==> src/rtl/clock_phase_pkg.sv <==
// rtl/clock_phase_pkg.sv - shared state encoding and phase-decode helpers for clock_phase_gen
package clock_phase_pkg;

  typedef enum logic [1:0] {
    HOLD = 2'd0,
    RUN  = 2'd1,
    HALT = 2'd2
  } cpg_state_e;

  function automatic int unsigned quarter_phase(input int unsigned div);
    return div / 4;
  endfunction

  function automatic int unsigned half_phase(input int unsigned div);
    return div / 2;
  endfunction

  function automatic int unsigned three_quarter_phase(input int unsigned div);
    return (3 * div) / 4;
  endfunction

  // Derived clock levels for phase p, packed as {dmem, regfile, processor, imem}.
  // During the first period after (re)start dmem is held low over its leading
  // quarter so that no derived clock comes out of reset already high.
  function automatic logic [3:0] phase_decode(input int unsigned div,
                                              input int unsigned p,
                                              input logic        first_period);
    logic [3:0] clks;
    clks[0] = (p < half_phase(div));
    clks[1] = (p >= quarter_phase(div)) && (p < three_quarter_phase(div));
    clks[2] = (p >= half_phase(div));
    clks[3] = ((p < quarter_phase(div)) && !first_period) ||
              (p >= three_quarter_phase(div));
    return clks;
  endfunction

endpackage

==> src/rtl/reset_stretch.sv <==
// rtl/reset_stretch.sv - stretches reset by RESET_HOLD cycles and flags the release edge
module reset_stretch #(
  parameter int RESET_HOLD = 4
) (
  input  logic clock_i,
  input  logic reset_i,
  output logic sys_reset_o,
  output logic release_o
);

  localparam int HW = (RESET_HOLD > 1) ? $clog2(RESET_HOLD) : 1;

  logic [HW-1:0] hold_cnt_q, hold_cnt_d;
  logic          sys_reset_q, sys_reset_d;
  logic          last_hold;

  assign last_hold = (hold_cnt_q == HW'(RESET_HOLD - 1));

  // Count held cycles while reset is stretched; drop sys_reset on the last one.
  always_comb begin
    hold_cnt_d  = hold_cnt_q;
    sys_reset_d = sys_reset_q;
    if (sys_reset_q) begin
      if (last_hold) begin
        sys_reset_d = 1'b0;
        hold_cnt_d  = '0;
      end else begin
        hold_cnt_d = hold_cnt_q + HW'(1);
      end
    end
  end

  // Reset re-arms the stretch from zero regardless of where it was.
  always_ff @(posedge clock_i) begin
    if (reset_i) begin
      hold_cnt_q  <= '0;
      sys_reset_q <= 1'b1;
    end else begin
      hold_cnt_q  <= hold_cnt_d;
      sys_reset_q <= sys_reset_d;
    end
  end

  assign sys_reset_o = sys_reset_q;
  assign release_o   = sys_reset_q && last_hold && !reset_i;

endmodule

==> src/rtl/clock_phase_gen.sv <==
// rtl/clock_phase_gen.sv - four phase-staggered derived clocks with halt and stretched reset (option: CLOCK_PHASE_GEN_CYCLE_COUNT_EN)
module clock_phase_gen
  import clock_phase_pkg::*;
#(
  parameter int DIV        = 4,
  parameter int RESET_HOLD = 4,
  parameter int CNT_W      = 32
) (
  input  logic clock,
  input  logic reset,
  input  logic halt,
  output logic sys_reset,
  output logic imem_clock,
  output logic processor_clock,
  output logic regfile_clock,
  output logic dmem_clock,
  output logic halted
`ifdef CLOCK_PHASE_GEN_CYCLE_COUNT_EN
  ,
  output logic [CNT_W-1:0] run_cycles
`endif
);

  localparam int PW = $clog2(DIV);

  cpg_state_e    state_q, state_d;
  logic [PW-1:0] phase_q, phase_d, phase_nxt;
  logic [3:0]    clks_q, clks_d;
  logic          halted_q, halted_d;
  logic          first_q, first_d;
  logic          wrap;
  logic          release_pulse;

  reset_stretch #(
    .RESET_HOLD(RESET_HOLD)
  ) u_reset_stretch (
    .clock_i    (clock),
    .reset_i    (reset),
    .sys_reset_o(sys_reset),
    .release_o  (release_pulse)
  );

  // Next-state logic; clock flops are loaded with the decode of the next phase.
  always_comb begin
    state_d   = state_q;
    phase_d   = phase_q;
    clks_d    = clks_q;
    halted_d  = halted_q;
    first_d   = first_q;
    phase_nxt = phase_q + PW'(1);
    wrap      = (state_q == RUN) && (phase_q == PW'(DIV - 1));
    case (state_q)
      HOLD: begin
        clks_d   = '0;
        halted_d = 1'b0;
        phase_d  = '0;
        if (release_pulse) begin
          state_d = RUN;
          first_d = 1'b1;
          clks_d  = phase_decode(DIV, 0, 1'b1);
        end
      end
      RUN: begin
        if (wrap && halt) begin
          state_d  = HALT;
          phase_d  = '0;
          clks_d   = '0;
          halted_d = 1'b1;
          first_d  = 1'b0;
        end else begin
          phase_d = phase_nxt;
          first_d = first_q && !wrap;
          clks_d  = phase_decode(DIV, 32'(phase_nxt), first_d);
        end
      end
      HALT: begin
        if (!halt) begin
          state_d  = RUN;
          phase_d  = '0;
          halted_d = 1'b0;
          first_d  = 1'b1;
          clks_d   = phase_decode(DIV, 0, 1'b1);
        end
      end
      default: begin
        state_d = HOLD;
        clks_d  = '0;
      end
    endcase
  end

  // State register; reset overrides every state including mid-halt.
  always_ff @(posedge clock) begin
    if (reset) begin
      state_q  <= HOLD;
      phase_q  <= '0;
      clks_q   <= '0;
      halted_q <= 1'b0;
      first_q  <= 1'b0;
    end else begin
      state_q  <= state_d;
      phase_q  <= phase_d;
      clks_q   <= clks_d;
      halted_q <= halted_d;
      first_q  <= first_d;
    end
  end

  assign imem_clock      = clks_q[0];
  assign processor_clock = clks_q[1];
  assign regfile_clock   = clks_q[2];
  assign dmem_clock      = clks_q[3];
  assign halted          = halted_q;

`ifdef CLOCK_PHASE_GEN_CYCLE_COUNT_EN
  logic [CNT_W-1:0] run_cycles_q;

  // Count completed derived periods; every wrap edge in RUN closes one.
  always_ff @(posedge clock) begin
    if (reset) begin
      run_cycles_q <= '0;
    end else if (wrap) begin
      run_cycles_q <= run_cycles_q + CNT_W'(1);
    end
  end

  assign run_cycles = run_cycles_q;
`endif

endmodule

==> config.mk <==
export PLATFORM = sky130hd
export DESIGN_NAME = clock_phase_gen
export DESIGN_NICKNAME = d
export VERILOG_FILES = /design/src/rtl/clock_phase_pkg.sv /design/src/rtl/reset_stretch.sv /design/src/rtl/clock_phase_gen.sv
export SDC_FILE = /design/constraint.sdc
export NUM_CORES = 1
export LEC_CHECK = 0
export ABC_AREA = 1
export BUFFER_PORTS_ARGS = -buffer_cell sky130_fd_sc_hd__clkbuf_2
export CORE_AREA = 2 2 43 45
export DETAILED_ROUTE_END_ITERATION = 6
export DIE_AREA = 0 0 45 47
export SYNTH_ARGS = -nofsm -noshare
export SYNTH_HDL_FRONTEND = slang
export SYNTH_SLANG_ARGS = --single-unit
==> constraint.sdc <==
create_clock -name clock -period 1.5 [get_ports clock]
set_clock_uncertainty 0.2 [all_clocks]
set_input_delay 0.3 -clock clock [delete_from_list [all_inputs] [get_ports clock]]
set_output_delay 0.3 -clock clock [all_outputs]
set_load 0.1 [all_outputs]
==> impl_metrics.ini <==
[status]
status = complete, no violations

[cells_and_area]
post-route-util_pct = 48.4
final_common_cell = nand2_1
drive_above_1_share_pct = 27.8
final_cell_mix = 14 x nand2_1, 11 x dfxtp_1, 10 x nor2_1, 10 x a21oi_1, 7 x inv_1
insertedDiodeCount = 0
areaGrowthSynthToFinish_pct = 34.2
design_area_um2 = 800
instances_no_fill = 107
nets = 97
fill_cells = 164

[power]
comb_power_share_pct = 24.1
powerDensity_nw_per_um2 = 1020
max-vdd-ir-drop_uv = 555
power_frac_clock_pct = 26.1
power_mw = 0.816
p_seq_share_pct = 49.8
p_leak_nw = 0.322
netSwitchingFraction_pct = 31.7
p_int_mw = 0.557
p_sw_mw = 0.258

[setup_path]
worst-path-max-fanout = 4
cp-start-kind = flop
crit_type = reg2reg
worst_setup_path_end_kind = flop
cp_data_arrival_time_ns = 1.38
cp.required_ns = 1.51

[clock_tree]
htree_levels = 1
hold_buffers = 0
cts_buffer_depth = 2
cts_tree = yes
insertion_delay_ns = 0.27
post_cts_buffers = 0
cts_buffers = 3
path_clk_slew_ns = 0.08
post_cts_resized = 0
cts.sinks = 13
clock_tree.root_cell = clkbuf_4

[placed_design]
dp_hpwl_um = 871
place_ws_ns = 0.0536
gp_congestion = 0.786
postPlaceCellArea_um2 = 744
io_buffers = 8
placed_cells = 103

[drt]
drt-initial-drc-count = 8
wl_per_cell_um = 11.0
dr_total_vias = 521
antenna_left = 0
via_per_inst = 4.87
drc = 0
routed_wl_um = 1180
drt-pass1-iter-count = 4

[sta]
relSlewSlack_pct = 82.1
setup_violations = 0
whs_ns = 0.0744
final.period_utilization_pct = 91.5
timing.final.ws_setup_ns = 0.128
fin_crit_ns = 1.37
fmax_ghz = 0.729
hold_viol_final = 0
slew_viol_final = 0
finalSetupTns_ns = 0
worstMarginPinSlew_ns = 0.268
rsz0062_at_grt = no

[yosys]
synth_warnings = 0
yosys.area.top_type = dfxtp_1
synth.avg_cell_area_um2 = 7.64
seq_area_frac_synth_pct = 43.7
synth_area_um2 = 596
synth_top_area_share_pct = 43.7
ys_types = 19
postSynthCellCount = 78
synth_area_leaders = dfxtp_1 44%, nand2_1 8.8%, a21oi_1 8.4%
synth_fp_nets = 84
ys_ff_latch = 13

[global_route]
grtUsageTotal_pct = 13.2
grt-ovfl-total = 0
antenna_found_initial = 0
grt_pass1_vias = 472
grt_start_max_net_pins = 9
grt_pass1_wl_um = 1960

[die]
rows = 15
die_w_um = 45
dieHeight_um = 47
die_area_um2 = 2120
placeableCoreArea_um2 = 1650
start_util_pct = 36.1
io-pin-count = 9

[flow_run]
drv_cap = 0

[worst_hold_path]
hp-class = in2reg
[synthesized netlist by cell type]
master	instances
nand2_1	14
dfxtp_1	13
a21oi_1	10
nor2_1	10
inv_1	8
o21ai_0	5
ha_1	3
inv_2	3
o21ai_1	2
a21o_1	1
a21oi_4	1
buf_6	1
nand2_2	1
nand3_1	1
nand4_1	1
nor2_2	1
o21ai_2	1
o21bai_1	1
or2_2	1
[area by class of cell]
| class | instances | area [um2] | share of cell area [%] |
|---|---|---|---|
| timing repair buffer | 9 | 138 | 17.2 |
| tap | 17 | 21.3 | 2.66 |
| sequential | 13 | 265 | 33.2 |
| multi-input combinational | 53 | 308 | 38.5 |
| inverter | 11 | 41.3 | 5.16 |
| clock buffer | 4 | 26.3 | 3.29 |
[worst max-delay path: stages (launching register included)]
cell     delay [ns]
dfxtp_4        0.38
inv_2          0.06
ha_4           0.26
inv_1          0.05
nor2_1         0.08
nand2_1        0.06
nand2_1        0.05
nand2_1        0.05
a21oi_1        0.11
[sequential cells by signal, indices dropped and copies added, names as in the netlist]
signal and cells:
clks_q 4, first_q 1, u_reset_stretch.hold_cnt_q 2, phase_q 2, u_reset_stretch.sys_reset_o 1, state_q 2
halted 1
[power by group through the flow]
stage          Sequential (mW)  Combinational (mW)  Clock (mW)
2_1_floorplan            0.459              0.0897           0
3_3_place_gp             0.411               0.191           0
3_5_place_dp             0.412               0.195           0
4_1_cts                  0.404               0.195       0.223
5_1_grt                  0.411               0.217       0.240
6_report                 0.406               0.196       0.213
[cell families after synthesis]
family	count (synthesis)	share of synthesized area, %
fa+ha+maj	3	6.30
simple gates	29	20.2
buf+inv	12	8.82
compound gates	21	21.0
flops	13	43.7
[worst paths after layout]
path	slack [ns]	to	cells after the start	from
min reg2reg	0.28	first_q$_SDFFE_PP0P_	2	first_q$_SDFFE_PP0P_
max reg2reg	0.13	clks_q[0]$_SDFFE_PP0P_	8	phase_q[0]$_SDFFE_PP0P_
max	0.13	clks_q[0]$_SDFFE_PP0P_	8	phase_q[0]$_SDFFE_PP0P_
min	0.07	u_reset_stretch.sys_reset_o$_SDFF_PP1_	3	reset
[per-layer routing]
| metal | track usage, % | up-vias | routed length [um] |
|---|---|---|---|
| li1 | - | 273 | - |
| met1 | 18.4 | 242 | 585 |
| met2 | 18.6 | 4 | 547 |
| met3 | 3.46 | 2 | 31 |
| met4 | 7.06 | 0 | 13 |
| met5 | 0 | - | 0 |
(Power assumes the default switching activity.)
